<file path="src/rtl/prog_sequencer.sv">
// Run controller: launches one of NUM_PROGS resident programs via the PC start
// pulse, enables the datapath until halt or watchdog, then reports completion.
module prog_sequencer #(
  parameter int NUM_PROGS  = 4,
  parameter int PC_W       = 10,
  parameter int CNT_W      = 16,
  parameter int PROG0_ADDR = 0,
  parameter int PROG1_ADDR = 128,
  parameter int PROG2_ADDR = 256,
  parameter int PROG3_ADDR = 384,
  parameter int MAX_CYCLES = 65535
) (
  input  logic             CLK,
  input  logic             reset,
  input  logic             req,
  input  logic [1:0]       prog_sel,
  input  logic             halt,
  output logic             start,
  output logic [PC_W-1:0]  start_address,
  output logic             run_en,
  output logic             busy,
  output logic             done,
  output logic             timeout,
  output logic             err,
  output logic [CNT_W-1:0] cycle_count,
  output logic [1:0]       last_prog
);

  typedef enum logic [1:0] {IDLE, LOAD, RUN, DONE} state_e;

  localparam logic [CNT_W-1:0] CNT_MAX = {CNT_W{1'b1}};
  localparam logic [CNT_W-1:0] WD_LIM  = CNT_W'(MAX_CYCLES);

  state_e            state_q, state_d;
  logic [PC_W-1:0]   addr_q, addr_d;
  logic [CNT_W-1:0]  cnt_q, cnt_d;
  logic [1:0]        prog_q, prog_d;
  logic              tmo_q, tmo_d;
  logic              err_q, err_d;
  logic              sel_ok;
  logic [PC_W-1:0]   sel_addr;

  assign sel_ok = 32'(prog_sel) < NUM_PROGS;

  always_comb begin
    sel_addr = PC_W'(PROG0_ADDR);
    case (prog_sel)
      2'd1:    sel_addr = PC_W'(PROG1_ADDR);
      2'd2:    sel_addr = PC_W'(PROG2_ADDR);
      2'd3:    sel_addr = PC_W'(PROG3_ADDR);
      default: sel_addr = PC_W'(PROG0_ADDR);
    endcase
  end

  always_comb begin
    state_d = state_q;
    addr_d  = addr_q;
    cnt_d   = cnt_q;
    prog_d  = prog_q;
    tmo_d   = tmo_q;
    err_d   = 1'b0;
    case (state_q)
      IDLE: begin
        if (req) begin
          if (sel_ok) begin
            prog_d  = prog_sel;
            addr_d  = sel_addr;
            tmo_d   = 1'b0;
            state_d = LOAD;
          end else begin
            err_d = 1'b1;
          end
        end
      end
      LOAD: begin
        cnt_d   = '0;
        state_d = RUN;
      end
      RUN: begin
        cnt_d = (cnt_q == CNT_MAX) ? cnt_q : cnt_q + 1'b1;
        // Halt takes priority over a watchdog expiry in the same cycle.
        if (halt) begin
          tmo_d   = 1'b0;
          state_d = DONE;
        end else if (cnt_d >= WD_LIM) begin
          tmo_d   = 1'b1;
          state_d = DONE;
        end
      end
      DONE:    state_d = IDLE;
      default: state_d = IDLE;
    endcase
  end

  always_ff @(posedge CLK) begin
    if (reset) begin
      state_q <= IDLE;
      addr_q  <= PC_W'(PROG0_ADDR);
      cnt_q   <= '0;
      prog_q  <= '0;
      tmo_q   <= 1'b0;
      err_q   <= 1'b0;
    end else begin
      state_q <= state_d;
      addr_q  <= addr_d;
      cnt_q   <= cnt_d;
      prog_q  <= prog_d;
      tmo_q   <= tmo_d;
      err_q   <= err_d;
    end
  end

  assign start         = (state_q == LOAD);
  assign run_en        = (state_q == RUN);
  assign busy          = (state_q == LOAD) || (state_q == RUN);
  assign done          = (state_q == DONE);
  assign timeout       = tmo_q;
  assign err           = err_q;
  assign start_address = addr_q;
  assign cycle_count   = cnt_q;
  assign last_prog     = prog_q;

endmodule

</file>
<file path="config.mk">
export PLATFORM = sky130hd
export DESIGN_NAME = prog_sequencer
export DESIGN_NICKNAME = d
export VERILOG_FILES = /design/src/rtl/prog_sequencer.sv
export SDC_FILE = /design/constraint.sdc
export NUM_CORES = 1
export LEC_CHECK = 0
export CORE_MARGIN = 5
export CORE_UTILIZATION = 41
export CTS_CLUSTER_SIZE = 30
export DETAILED_ROUTE_END_ITERATION = 10
export HOLD_SLACK_MARGIN = 0.1
export PLACE_DENSITY = 0.77
export SETUP_SLACK_MARGIN = 0.15
export SLEW_MARGIN = 40
export SYNTH_ARGS = -nofsm -noshare
export SYNTH_HDL_FRONTEND = slang
export SYNTH_SLANG_ARGS = --single-unit
</file>
<file path="constraint.sdc">
create_clock -name CLK -period 3.3 [get_ports CLK]
set_clock_uncertainty 0.05 [all_clocks]
set_input_delay 0.99 -clock CLK [delete_from_list [all_inputs] [get_ports CLK]]
set_output_delay 0.99 -clock CLK [all_outputs]
set_load 0.02 [all_outputs]
</file>
==> reports/qor.csv <==
stage;metric;value;unit
sta;max_freq;372;MHz
synth;netlist_area;1550;um2
layout;fillerInstances;352;
detailed_routing;drcViolationCount;0;
sta;whs;0.437;ns
grt;grt_antenna_before_repair;0;
synth;yosys_register_bits;23;
die;num_rows;22;
placed_design;placed_cells;274;
clock_tree;cts-root-buf;clkbuf_8;
layout;multiInputGateArea;986;um2
setup_path;cp-start-kind;flip-flop;
setup_path;worst-path-buf-inv;2;
placed_design;postPlaceCellArea;1870;um2
clock_tree;cts_setup_buffers;0;
setup_path;cp.arrival;1.65;ns
detailed_routing;viasPerCell;5.60;
synth;ys_types;41;
clock_tree;clock_latency;0.27;ns
detailed_routing;vias;1556;
layout;fin_cells;278;
power;powerDensity;502;nW/um2
run;drv_cap;0;
worst_hold_path;min_from;start_address[7];
power;intPower;556;uW
die;die_h;71.5;um
clock_tree;clockBufferDepth;2;
power;cellLeakagePower;0.683;nW
layout;fin_util;52.4;%
power;sw_frac_of_total;42.2;%
layout;diodes;0;
clock_tree;clkSinkCount;23;
setup_path;cpMaxStageDelayCell;clkdlybuf4s50_1;
synth;yosys.area_share.simple;35.2;%
clock_tree;cts_resized;0;
layout;final_area;1920;um2
detailed_routing;wire_per_inst;14.3;um
clock_tree;numCtsBuffers;3;
synth;synth_compound_area_share;18.9;%
synth;ys_warn_count;0;
sta;fin_crit;2.69;ns
grt;grt_max_degree;23;
setup_path;path_class;flip-flop to primary output;
grt;grt_pass1_wl;6.53;mm
power;clkPwrFrac;18.9;%
setup_path;path_cells;inv_1 -> ha_1 -> clkdlybuf4s50_1;
sta;slew_headroom;45.2;%
die;ioPinCount;40;
placed_design;gp_congestion;0.893;
worst_hold_path;hold_path.class;flip-flop to flip-flop;
setup_path;r2r_setup_slack;0.84;ns
placed_design;port_buffers;30;
detailed_routing;finalWirelength;3.98;mm
grt;grt_pass1_vias;1458;
sta;drv_slew;0;
clock_tree;htree_levels;1;
synth;synthMuxAreaShare;3.22;%
layout;drive_gt1_share;11.7;%
sta;worst_pin_slew;0.819;ns
die;start_util;42.4;%
setup_path;crit_fanout;4;
setup_path;rr_startpoint;cycle_count[0];
clock_tree;cts_tree;yes;
synth;ys_seq_area_share;29.7;%
synth;synth_xor_area_share;0;%
setup_path;cp_top_family;buffers and inverters;
detailed_routing;first_pass_iters;4;
clock_tree;clk_pin_slew;0.09;ns
setup_path;cp.required;2.26;ns
setup_path;critPathMaxStageDelay;0.61;ns
layout;area_growth;23.4;%
sta;fin_tns_setup;0;ns
clock_tree;ctsHoldBuffers;0;
grt;grt_usage;15.4;%
die;die_area;5120;um2
detailed_routing;drt.antenna.violating_nets;0;
detailed_routing;drt_iter0_markers;175;
sta;post-route-period-util;81.6;%
power;ir_drop;0.000665;V
sta;finalHoldViolCount;0;
power;p_seq_share;33.4;%
placed_design;hpwlAfterDp;2.87;mm
die;core-area;3660;um2
grt;overflow;0;
layout;seq_area;460;um2
outcome;status;complete, no violations;
die;die_w;71.5;um
sta;finalSetupViolCount;0;
synth;syn_area_per_cell;7.73;um2
setup_path;startpoint;state_q[0];
synth;postSynthCellCount;201;
layout;final_nets;242;
setup_path;end_kind;primary output;
synth;yosys.area_share.adder;4.03;%
power;switchingPower;406;uW
synth;synth_top_family_by_area;simple AND/OR/NAND/NOR gates;
power;p_comb_share;47.7;%
sta;grt_setup_unrepaired;false;
[metrics by stage]
step                      power, mW  worst slack [ns]
final                         0.962             0.608
after global routing           1.03             0.525
after CTS                     0.967             0.603
after detailed placement      0.784             0.650
after global placement        0.778             0.695
after floorplan               0.644              1.09
[worst paths after layout]
check                endpoint  cells after the start
max                      busy                      3
min          start_address[7]                      2
max reg2reg        state_q[1]                      8
min reg2reg  start_address[7]                      2
[tightest hold or removal path, stage by stage (launching register included)]
cell and delay, ns:
dfxtp_1 0.33, a21oi_1 0.06, nor2_1 0.07
[cell type report]
cell class                      instances  share of cell area (%)
Multi-Input combinational cell        160                    51.4
Sequential cell                        23                    24.0
Timing Repair Buffer                   34                    17.2
Tap cell                               48                    3.13
Clock buffer                            3                    2.15
Inverter                                9                    1.76
Clock inverter                          1                   0.261
[power groups by stage]
stage	clock network, mW	logic [mW]	registers, mW
2_1_floorplan	0	0.307	0.338
3_3_place_gp	0	0.451	0.327
3_5_place_dp	0	0.456	0.328
4_1_cts	0.187	0.459	0.321
5_1_grt	0.195	0.512	0.326
6_report	0.182	0.459	0.322
[logic make-up (layout without fill, tap and decap cells)]
logic type	count (synthesis)	count (layout)
and+or+nand+nor	95	95
adders and majority gates	5	5
buffers and inverters	26	47
DFF	23	23
AOI/OAI and AO/OA	46	46
other	1	9
muxes	5	5
[per-layer routing]
metal / part of all wire, % / GRT usage (%)
met2: 46 / 26.1
met1: 44 / 19.7
met4: 1.1 / 4.18
met5: 0 / 0
met3: 8.5 / 3.37
[registers in the layout, summed over array words and instances (netlist names)]
| signal | flops |
|---|---|
| cycle_count | 16 |
| last_prog | 2 |
| start_address | 2 |
| state_q | 2 |
| timeout | 1 |
[synthesized netlist by cell type (all sizes together)]
cell type / n / area share, %
or2: 3 / 1.2
nand3: 10 / 3.9
clkbuf: 6 / 1.5
nor4: 4 / 3.4
a221oi: 3 / 2.1
nand2b: 3 / 1.2
or3: 2 / 0.81
nor3: 11 / 3.9
o21ai: 12 / 4.1
o21a: 2 / 0.97
and3: 8 / 3.2
or3b: 1 / 0.56
nand4: 7 / 5.0
mux2i: 5 / 3.2
o31ai: 2 / 0.97
dfxtp: 23 / 30
inv: 9 / 2.2
nor2: 23 / 5.6
o311ai: 1 / 0.56
buf: 11 / 5.2
o21bai: 1 / 0.48
and4: 2 / 1.3
ha: 5 / 4.0
a22oi: 1 / 0.48
nor2b: 1 / 0.40
nand2: 20 / 4.8
a211oi: 5 / 3.1
a21oi: 19 / 6.1
conb: 1 / 0.24
[cell usage in the layout, fill, tap and decap left out, types with 4 or more instances in the layout]
cell type	instances
clkdlybuf4s50_1	30
nor2_1	23
dfxtp_1	23
nand2_1	20
a21oi_1	19
nor3_1	10
o21ai_0	10
inv_1	9
conb_1	9
and3_1	8
nand3_1	8
mux2i_1	5
ha_1	5
buf_4	4
Power figures use the tool's default switching activity.
